$ cat src/rtl/alu_pipe.sv
// Handshaked ALU with a single output register: one-cycle ops, plus an
// iterative barrel-free SHLN/SHRN that shifts one bit per cycle.
module alu_pipe #(
  parameter int unsigned WIDTH = 8,
  parameter int unsigned SHW   = $clog2(WIDTH)
) (
  input  logic             clk,
  input  logic             rst,
  input  logic             in_valid,
  output logic             in_ready,
  input  logic [3:0]       op,
  input  logic [WIDTH-1:0] a,
  input  logic [WIDTH-1:0] b,
  input  logic             c_in,
  output logic             out_valid,
  input  logic             out_ready,
  output logic [WIDTH-1:0] y,
  output logic [3:0]       flags,
  output logic             err
);

  localparam logic [3:0] OpPassA = 4'h0;
  localparam logic [3:0] OpInc   = 4'h1;
  localparam logic [3:0] OpAdd   = 4'h2;
  localparam logic [3:0] OpSub   = 4'h3;
  localparam logic [3:0] OpDec   = 4'h4;
  localparam logic [3:0] OpPassB = 4'h5;
  localparam logic [3:0] OpAnd   = 4'h6;
  localparam logic [3:0] OpOr    = 4'h7;
  localparam logic [3:0] OpXor   = 4'h8;
  localparam logic [3:0] OpNot   = 4'h9;
  localparam logic [3:0] OpShl1  = 4'hA;
  localparam logic [3:0] OpShr1  = 4'hB;
  localparam logic [3:0] OpShln  = 4'hC;
  localparam logic [3:0] OpShrn  = 4'hD;
  localparam logic [3:0] OpClr   = 4'hE;

  typedef enum logic [1:0] {StIdle, StShift, StFull} state_t;

  state_t             r_state, w_state_n;
  logic [WIDTH-1:0]   r_y, w_y_n;
  logic [3:0]         r_flags, w_flags_n;
  logic               r_err, w_err_n;
  logic [WIDTH-1:0]   r_work, w_work_n;
  logic [SHW-1:0]     r_cnt, w_cnt_n;
  logic               r_carry, w_carry_n;
  logic               r_left, w_left_n;

  logic [WIDTH:0]     w_sum;
  logic [WIDTH-1:0]   w_res;
  logic               w_c, w_v, w_err;
  logic [3:0]         w_flags;
  logic               w_accept, w_is_shift;

  // Single-cycle datapath; arithmetic is done one bit wider to expose carry.
  always_comb begin
    w_sum = '0;
    w_res = '0;
    w_c   = 1'b0;
    w_v   = 1'b0;
    w_err = 1'b0;
    case (op)
      OpPassA: w_res = a;
      OpInc: begin
        w_sum = {1'b0, a} + {{WIDTH{1'b0}}, 1'b1};
        w_res = w_sum[WIDTH-1:0];
        w_c   = w_sum[WIDTH];
        w_v   = ~a[WIDTH-1] & w_res[WIDTH-1];
      end
      OpAdd: begin
        w_sum = {1'b0, a} + {1'b0, b} + {{WIDTH{1'b0}}, c_in};
        w_res = w_sum[WIDTH-1:0];
        w_c   = w_sum[WIDTH];
        w_v   = (a[WIDTH-1] == b[WIDTH-1]) && (w_res[WIDTH-1] != a[WIDTH-1]);
      end
      OpSub: begin
        w_sum = {1'b0, a} + {1'b0, ~b} + {{WIDTH{1'b0}}, c_in};
        w_res = w_sum[WIDTH-1:0];
        w_c   = w_sum[WIDTH];
        w_v   = (a[WIDTH-1] != b[WIDTH-1]) && (w_res[WIDTH-1] != a[WIDTH-1]);
      end
      OpDec: begin
        // a + all-ones, so carry stays set unless a was zero
        w_sum = {1'b0, a} + {1'b0, {WIDTH{1'b1}}};
        w_res = w_sum[WIDTH-1:0];
        w_c   = w_sum[WIDTH];
        w_v   = a[WIDTH-1] & ~w_res[WIDTH-1];
      end
      OpPassB: w_res = b;
      OpAnd:   w_res = a & b;
      OpOr:    w_res = a | b;
      OpXor:   w_res = a ^ b;
      OpNot:   w_res = ~a;
      OpShl1: begin
        w_res = a << 1;
        w_c   = a[WIDTH-1];
      end
      OpShr1: begin
        w_res = a >> 1;
        w_c   = a[0];
      end
      OpClr:   w_res = '0;
      OpShln, OpShrn: w_res = '0;
      default: w_err = 1'b1;
    endcase
    w_flags = {w_v, w_c, w_res[WIDTH-1], w_res == '0};
  end

  assign in_ready   = (r_state == StIdle) || ((r_state == StFull) && out_ready);
  assign w_accept   = in_valid && in_ready;
  assign w_is_shift = (op == OpShln) || (op == OpShrn);

  always_comb begin
    w_state_n = r_state;
    w_y_n     = r_y;
    w_flags_n = r_flags;
    w_err_n   = r_err;
    w_work_n  = r_work;
    w_cnt_n   = r_cnt;
    w_carry_n = r_carry;
    w_left_n  = r_left;
    case (r_state)
      StIdle, StFull: begin
        if (w_accept) begin
          if (w_is_shift) begin
            w_state_n = StShift;
            w_work_n  = a;
            w_cnt_n   = b[SHW-1:0];
            w_carry_n = 1'b0;
            w_left_n  = (op == OpShln);
          end else begin
            w_state_n = StFull;
            w_y_n     = w_res;
            w_flags_n = w_flags;
            w_err_n   = w_err;
          end
        end else if (r_state == StFull && out_ready) begin
          w_state_n = StIdle;
        end
      end
      StShift: begin
        if (r_cnt != '0) begin
          if (r_left) begin
            w_carry_n = r_work[WIDTH-1];
            w_work_n  = r_work << 1;
          end else begin
            w_carry_n = r_work[0];
            w_work_n  = r_work >> 1;
          end
          w_cnt_n = r_cnt - SHW'(1);
        end else begin
          w_state_n = StFull;
          w_y_n     = r_work;
          w_flags_n = {1'b0, r_carry, r_work[WIDTH-1], r_work == '0};
          w_err_n   = 1'b0;
        end
      end
      default: w_state_n = StIdle;
    endcase
  end

  always_ff @(posedge clk) begin
    if (rst) begin
      r_state <= StIdle;
      r_y     <= '0;
      r_flags <= '0;
      r_err   <= 1'b0;
      r_work  <= '0;
      r_cnt   <= '0;
      r_carry <= 1'b0;
      r_left  <= 1'b0;
    end else begin
      r_state <= w_state_n;
      r_y     <= w_y_n;
      r_flags <= w_flags_n;
      r_err   <= w_err_n;
      r_work  <= w_work_n;
      r_cnt   <= w_cnt_n;
      r_carry <= w_carry_n;
      r_left  <= w_left_n;
    end
  end

  assign out_valid = (r_state == StFull);
  assign y         = r_y;
  assign flags     = r_flags;
  assign err       = r_err;

endmodule

$ cat config.mk
export PLATFORM = sky130hd
export DESIGN_NAME = alu_pipe
export DESIGN_NICKNAME = d
export VERILOG_FILES = /design/src/rtl/alu_pipe.sv
export SDC_FILE = /design/constraint.sdc
export NUM_CORES = 1
export LEC_CHECK = 0
export ABC_AREA = 1
export BUFFER_PORTS_ARGS = -buffer_cell sky130_fd_sc_hd__buf_4
export CAP_MARGIN = 40
export CORE_ASPECT_RATIO = 0.5
export CORE_MARGIN = 2
export CORE_UTILIZATION = 60
export CTS_CLUSTER_DIAMETER = 200
export DETAILED_ROUTE_END_ITERATION = 8
export GPL_TIMING_DRIVEN = 0
export PLACE_DENSITY = 0.82
export SETUP_SLACK_MARGIN = 0.05
export SYNTH_ARGS = -nofsm -noshare
export SYNTH_HDL_FRONTEND = slang
export SYNTH_SLANG_ARGS = --single-unit
$ cat constraint.sdc
create_clock -name clk -period 2.5 [get_ports clk]
set_input_delay 0.125 -clock clk [delete_from_list [all_inputs] [get_ports clk]]
set_output_delay 0.125 -clock clk [all_outputs]
set_load 0.02 [all_outputs]
# ---- Yosys cells after proc, flatten, opt, wreduce, memory -nomap -nowiden
# Cells that the tools add are included.
dict set report totals {
  register_bits 28
  input_bits 25
  output_inout_bits 15
  word_cells 103
}
dict set report op_classes {
  addsub 7
  n_eq_ne 26
  muxes 35
  bitwise 9
  reduce_logical 18
}
# op count
set op_table {}
lappend op_table {{8-bit one-hot mux with 12 select lines} 1}
lappend op_table {{8-bit two-way mux} 7}
lappend op_table {{8-bit one-hot mux with 2 select lines} 2}
lappend op_table {{4-bit equality test, second input constant} 7}
lappend op_table {{8-bit by 8-bit adder with 9-bit output} 2}
lappend op_table {{9-bit by 1-bit adder with 9-bit output} 2}
lappend op_table {{4-bit by 3-bit equality test with 1-bit output, second input constant} 4}
lappend op_table {{8-bit zero test} 2}
lappend op_table {{8-bit inverter} 2}
lappend op_table {{15-bit OR reduction} 1}
lappend op_table {{4-bit two-way mux} 3}
lappend op_table {{2-bit != test, second input constant} 5}
lappend op_table {{8-bit by 1-bit adder with 9-bit output, second input constant} 1}
lappend op_table {{8-bit by 8-bit adder with 9-bit output, second input constant} 1}
lappend op_table {{3-bit two-way mux} 3}
lappend op_table {{8-bit AND} 1}
lappend op_table {{4-bit by 2-bit equality test with 1-bit output, second input constant} 2}
lappend op_table {{1-bit two-way mux} 8}
lappend op_table {{2-bit two-way mux} 4}
lappend op_table {{8-bit bitwise OR} 1}
lappend op_table {{4-bit one-hot mux with 2 select lines} 1}
lappend op_table {{4-bit AND reduction} 2}
lappend op_table {{8-bit XOR} 1}
lappend op_table {{1-bit one-hot mux with 6 select lines} 1}
lappend op_table {{other kinds (22)} 31}

# ---- Longest topological paths before layout
# Gate-level depths: netlist (run 1).
dict set report logic_depth {
  word_depth 9
  depth_mapped 16
  depth_no_buf 15
}

# ---- Least setup slack after synthesis (run 1)
# No wires, ideal clock.
dict set report synth_path {
  path_kind {input-to-reg}
  startpoint {input a[0]}
  endpoint {register r_flags[0] (netlist: flags[0])}
  arrival_ns 1.874
  required_time_ns 2.430
  path_slack_ns 0.556
  cell_stages 13
  cell_sequence {inv_1 -> fa_1 -> fa_1 -> inv_1 -> nand3_1 -> nand2_1 -> nor2_1 -> nand3_1 -> nor2_1 -> nand2_1 -> nor2_1 -> nand3_1 -> a21oi_1}
}
dict set report synth_between {
  elab_chain_len 7
}
# item line
set synth_lines {}
lappend synth_lines {{start, declared} 12} ;# input logic [WIDTH-1:0] a,
lappend synth_lines {{8-bit by 8-bit adder with 9-bit output (on tied branches)} {77, 71}}
lappend synth_lines {{9-bit by 1-bit adder with 9-bit output (on tied branches)} {77, 71}}
lappend synth_lines {{8-bit one-hot mux with 12 select lines *} 62} ;# case (op)
lappend synth_lines {{8-bit zero test *} 106} ;# w_flags = {w_v, w_c, w_res[WIDTH-1], w_res == '0};
lappend synth_lines {{4-bit two-way mux *} 125} ;# if (w_is_shift) begin
lappend synth_lines {{4-bit two-way mux *} 124} ;# if (w_accept) begin
lappend synth_lines {{4-bit one-hot mux with 2 select lines *} 122} ;# case (r_state)
lappend synth_lines {{end signal, assigned} 175} ;# r_flags <= w_flags_n;
lappend synth_lines {{end, declared} 42} ;# logic [3:0] r_flags, w_flags_n;
# Every way passes the cells marked *; elsewhere a longest branch is shown, timed or not. The select of a mux whose other input is x is not followed.
# A chain may end at the register's enable or synchronous reset.

# ---- Final worst setup path (run 1)
# Ends and elaborated chain as after synthesis.

==> results of run 1 <==
## cells in the mapped netlist, drive strengths merged
cell type	instances	share of area
a221oi	1	0.0025
nand4	6	0.011
a211oi	2	0.0043
ha	31	0.11
nor4	2	0.0036
fa	4	0.023
o21ai	49	0.071
nand2	176	0.20
a21boi	1	0.0022
o22ai	3	0.0054
inv	75	0.081
nand3b	3	0.0065
a41oi	1	0.0025
xnor2	2	0.0051
buf	11	0.017
o31ai	1	0.0022
dfxtp	27	0.16
nor3	4	0.0072
o21bai	1	0.0022
or2	3	0.0054
nand3	68	0.099
clkinv	1	0.0011
a31oi	5	0.0091
clkbuf	10	0.011
xor2	1	0.0025
o211ai	1	0.0022
nor2	77	0.095
a21oi	40	0.058
## layout by cell type (no fill, tap or decap), drive strengths merged, types with 2 or more instances in the layout
cell type  count
dfxtp         27
a31oi          5
o21ai         49
o22ai          3
nor2          77
nand3         68
buf           53
xnor2          2
nor4           2
a21oi         40
fa             4
ha            31
nand3b         3
or2            3
nand4          6
a211oi         2
nand2        176
clkinvlp       2
inv           74
clkbuf        12
nor3           4
## worst paths after layout
check	slack (ns)	start	endpoint	cells past startpoint
worst max-delay path	0.25	a[0]	flags[0]	14
worst min-delay path	0.05	rst	r_state[1]	2
worst max register to register	0.65	r_state[0]	y[0]	9
worst min register to register	0.51	r_cnt[1]	r_cnt[1]	2
## cell type report
type | instances | area (um^2) | share of cell area
Clock inverter | 1 | 7.51 | 0.00190
Timing Repair Buffer | 42 | 315 | 0.0798
Clock buffer | 3 | 75.1 | 0.0190
Multi-Input combinational cell | 482 | 2540 | 0.642
Buffer | 20 | 93.8 | 0.0237
Sequential cell | 27 | 541 | 0.137
Inverter | 76 | 289 | 0.0731
Tap cell | 73 | 91.3 | 0.0231
## worst register-to-register path, stage by stage, from the launching register on
cell     delay (ns)
dfxtp_1        0.35
inv_1          0.08
nor2_2         0.20
inv_1          0.16
o21ai_1        0.17
nand2_2        0.17
inv_2          0.18
buf_2          0.24
o21ai_0        0.10
a21oi_1        0.14
## what timing repair did
item | in CTS | in global routing
hold buffers | 0 | 0
resized for setup | 0 | 4
setup buffers | 0 | 3
endpoints found under the setup margin | 0 | 1
## cell families after synthesis
kind of cell / Yosys count / share of synthesized area
AOI/OAI and AO/OA: 105 / 0.162
xor gates and xnor gates: 3 / 0.00761
adders and majority gates: 35 / 0.135
buffers and inverters: 97 / 0.111
DFF: 27 / 0.156
and+or+nand+nor: 339 / 0.428
## sequential cells by signal, indices dropped and copies added (netlist names)
name     count
r_cnt        3
err          1
r_carry      1
r_state      2
r_work       8
y            7
r_left       1
flags        4
## per-layer routing
metal  up-vias  track usage  part of all wire
met5         -            0                 0
met4         0       0.0847             0.020
met3        34       0.0858              0.14
met2       274        0.522              0.40
met1      1803        0.486              0.44
li1       2043            -                 -
## per-stage QoR
stage | util | TNS (ns) | instances | worst slack, ns | power (W)
floorplan | - | 0 | 606 | 0.556 | 0.000873
global placement | 0.696 | -0.0366 | 718 | -0.0366 | 0.00106
detailed placement | 0.696 | -0.0563 | 718 | -0.0563 | 0.00107
CTS | 0.711 | 0 | 722 | 0.209 | 0.00144
global route | 0.716 | 0 | 724 | 0.0690 | 0.00154
finish | 0.716 | 0 | 724 | 0.251 | 0.00147
## report_power, final
group	switching [W]	internal (W)	total (W)
logic	0.000397	0.000212	0.000609
clock network	0.000162	0.000218	0.000380
registers	0.0000198	0.000461	0.000480
total	0.000579	0.000890	0.00147
==> impl_metrics.py, run 1 <==
metrics = {
    "setup_path": {
        "cp-end-kind": "register",
        "path_buf_inv": 3,
        "worst-path-max-fanout": 8,
        "critPathMaxStageDelay_ns": 0.52,
        "worstPathRequired_ns": 2.71,
        "crit_family": "adder cells",
        "cp.arrival_ns": 2.46,
        "critPathLaunchType": "primary input",
        "path_cells": "buf_4 -> clkinvlp_4 -> fa_2 -> fa_2 -> inv_1 -> nand3_1 -> nand2_1 -> nor2_1 -> nand3_1 -> nor2_1 -> nand2_1 -> nor2_1 -> nand3_1 -> a21oi_1",
        "critPathKind": "primary input to register",
        "cp_slowest_cell": "fa_2",
    },
    "power": {
        "total_leakage_power_nw": 2.02,
        "irDropWorstVdd_mv": 0.539,
        "power.density_nw_per_um2": 372,
    },
    "sta": {
        "hold_viol": 0,
        "period_needed_ns": 2.25,
        "setup_viol": 0,
        "tightest_slew_ns": 0.547,
        "clock.fmax_mhz": 445,
        "whs_ns": 0.0499,
        "slew_violations": 0,
        "finalCritPeriodShare": 0.900,
        "rsz0062_at_grt": "no",
        "clock_skew_ns": 0.00815,
        "slew_headroom": 0.634,
    },
    "synthesis": {
        "syn-cell-area_um2": 3450,
        "ys_ff_latch": 27,
        "syn-instance-count": 606,
        "synth_seq_area_share": 0.156,
        "synth_warnings": 0,
        "synth.avg_cell_area_um2": 5.70,
        "synth_cell_types": 36,
        "syn_nets": 666,
    },
    "detailed_routing": {
        "drc_errors": 0,
        "drt_iter0_markers": 582,
        "avgRoutedWirePerCell_um": 15.2,
        "via_per_inst": 5.74,
        "routed_wl_mm": 11.0,
        "vias": 4154,
        "ant_nets": 0,
        "dr.pass1.iters": 6,
    },
    "placed_design": {
        "gp_congestion": 0.970,
        "io_buffers": 39,
        "dp_hpwl_mm": 8.48,
        "post_dp_cell_area_um2": 3840,
    },
    "cts": {
        "clockBufferDepth": 2,
        "clk_pin_slew_ns": 0.07,
        "cts_htree_levels": 1,
        "cts_root_buffer": "clkbuf_16",
        "cts_made_buffers": 3,
        "cts_tree": "yes",
        "clock_latency_ns": 0.27,
        "cts_sinks": 27,
    },
    "global_routing": {
        "antenna_found_initial": 0,
        "grt_usage": 0.340,
        "overflow": 0,
        "grt_pass1_wl_mm": 17.4,
        "grt_pass1_vias": 3567,
        "grt_max_degree": 17,
    },
    "die": {
        "io_pins": 40,
        "die_y_um": 57.7,
        "die_x_um": 111,
        "core_area_um2": 5520,
        "die_area_um2": 6420,
        "start_util": 0.626,
        "placementRows": 19,
    },
    "outcome": {
        "outcome": "completed",
    },
    "flow_run": {
        "drv_cap": 0,
    },
    "finish": {
        "diodes": 0,
        "n_fill_cell": 539,
        "nNetsFinal": 712,
        "final_area_um2": 3950,
        "drive_above_1_share": 0.132,
        "area.growth.synth_to_final_pct": 14.4,
    },
    "worst_hold_path": {
        "hold_class": "primary input to register",
    },
}
Power figures use the tool's default switching activity.
==> run 2: changes to the inputs <==
clock period = 2.44 ns   (was 2.5 ns; I/O delays follow)
==> run 2 against run 1 <==
Non-clock buffer count unchanged. Via count increased by 0.19%. Critical path type unchanged. Design area increased by 0.13%. Global-route usage unchanged. Critical path depth unchanged. Routed wire length decreased by 0.43%. Largest cell class unchanged.
==> impl_metrics.py, run 2 (same netlist as run 1, synthesis figures left out) <==
metrics = {
    "outcome": {
        "outcome": "completed",
    },
    "sta": {
        "rsz0062_at_grt": "no",
        "finalCritPeriodShare": 0.908,
        "clock_skew_ns": 0.00653,
        "timing.final.ws_setup_ns": 0.224,
        "slew_violations": 0,
        "period_needed_ns": 2.22,
        "hold_viol": 0,
        "setup_viol": 0,
        "slew_headroom": 0.650,
        "clock.fmax_mhz": 451,
        "tightest_slew_ns": 0.523,
    },
    "detailed_routing": {
        "avgRoutedWirePerCell_um": 15.1,
        "vias": 4162,
        "drt_iter0_markers": 615,
        "dr.pass1.iters": 6,
        "routed_wl_mm": 10.9,
        "drc_errors": 0,
        "via_per_inst": 5.75,
        "ant_nets": 0,
    },
    "cts": {
        "clockBufferDepth": 2,
        "cts_tree": "yes",
        "cts_root_buffer": "clkbuf_16",
        "cts_made_buffers": 3,
        "clock_latency_ns": 0.27,
        "clk_pin_slew_ns": 0.07,
        "cts_htree_levels": 1,
        "cts_sinks": 27,
    },
    "setup_path": {
        "worstPathRequired_ns": 2.65,
        "r2r-start": "r_state[0]",
        "cp-end-kind": "register",
        "r2r_slack_ns": 0.57,
        "crit_start": "a[0]",
        "r2r_cells": 9,
        "critPathLaunchType": "primary input",
        "worst-path-max-fanout": 8,
        "reg2reg_to": "y[0]",
        "critPathKind": "primary input to register",
        "cp.arrival_ns": 2.42,
    },
    "die": {
        "die_area_um2": 6420,
        "io_pins": 40,
        "start_util": 0.626,
        "die_y_um": 57.7,
        "core_area_um2": 5520,
        "placementRows": 19,
        "die_x_um": 111,
    },
    "global_routing": {
        "overflow": 0,
        "grt_pass1_wl_mm": 17.4,
        "grt_max_degree": 17,
        "antenna_found_initial": 0,
        "grt_usage": 0.340,
        "grt_pass1_vias": 3567,
    },
    "worst_hold_path": {
        "hold-path-endpoint": "r_state[1]",
        "hold_class": "primary input to register",
        "min_from": "rst",
        "holdPathStages": 2,
    },
    "power": {
        "total_power_w": 0.00151,
        "total_leakage_power_nw": 2.03,
        "irDropWorstVdd_mv": 0.557,
        "power.density_nw_per_um2": 381,
    },
    "finish": {
        "nNetsFinal": 712,
        "diodes": 0,
        "drive_above_1_share": 0.134,
        "area.growth.synth_to_final_pct": 14.5,
        "n_fill_cell": 539,
        "final_cell_mix": "nand2_1 (171), inv_1 (70), nand3_1 (67), nor2_1 (65), o21ai_0 (47)",
        "largest_register_ffs": 8,
        "largest_register": "r_work",
        "final_common_cell": "nand2_1",
    },
    "placed_design": {
        "dp_slack_ns": -0.113,
        "gp_congestion": 0.970,
        "dp_hpwl_mm": 8.48,
        "io_buffers": 39,
    },
    "flow_run": {
        "drv_cap": 0,
    },
}
[run 2: stage by stage]
stage	TNS [ns]	utilization	hold WS, ns	instances	instance area [um^2]
after floorplan	0	-	0.191	606	3450
after global placement	-0.130	0.696	0.327	718	3840
after detailed placement	-0.113	0.696	0.329	718	3840
after CTS	0	0.711	0.0509	722	3920
after global routing	0	0.717	0.0635	724	3960
final	0	0.717	0.0463	724	3960
[run 2: how the worst max path moves through the flow]
stage,to,slack (ns),cells after the start
after global routing,flags[0],0.04,15
after detailed placement,flags[0],-0.11,15
after global placement,flags[0],-0.09,15
after CTS,flags[0],0.15,15
final,flags[0],0.22,14
after floorplan,flags[0],0.50,13
[run 2: layout make-up]
cell class	count	area, um^2	area share
multi-input combinational	482	2540	0.643
inverter	76	289	0.0731
clock buffer	3	75.1	0.0190
clock inverter	1	7.51	0.00190
sequential	27	541	0.137
timing repair buffer	42	315	0.0797
tap	73	91.3	0.0231
buffer	20	93.8	0.0237
[run 2: power by group]
part / switching (W) / internal (W)
Combinational: 0.000407 / 0.000217
Sequential: 0.0000203 / 0.000472
Clock: 0.000166 / 0.000223
[run 2: what timing repair did]
action	CTS	global route
hold buffers	0	0
gates resized for setup	0	5
buffers inserted	0	3
setup endpoints to repair	0	2
[run 2: worst max-delay path, stage by stage]
cell and delay, ns:
buf_4 0.15, clkinvlp_4 0.18, fa_2 0.43, fa_2 0.52, inv_1 0.04, nand3_1 0.07
nand2_1 0.05, nor2_1 0.14, nand3_2 0.13, nor2_1 0.12, nand2_1 0.06, nor2_1 0.12
nand3_1 0.13, a21oi_1 0.14
[run 2: layer usage]
| metal | routed length [um] | track usage |
|---|---|---|
| met2 | 4350 | 0.522 |
| met3 | 1520 | 0.0858 |
| met5 | 0 | 0 |
| met1 | 4870 | 0.486 |
| met4 | 198 | 0.0847 |
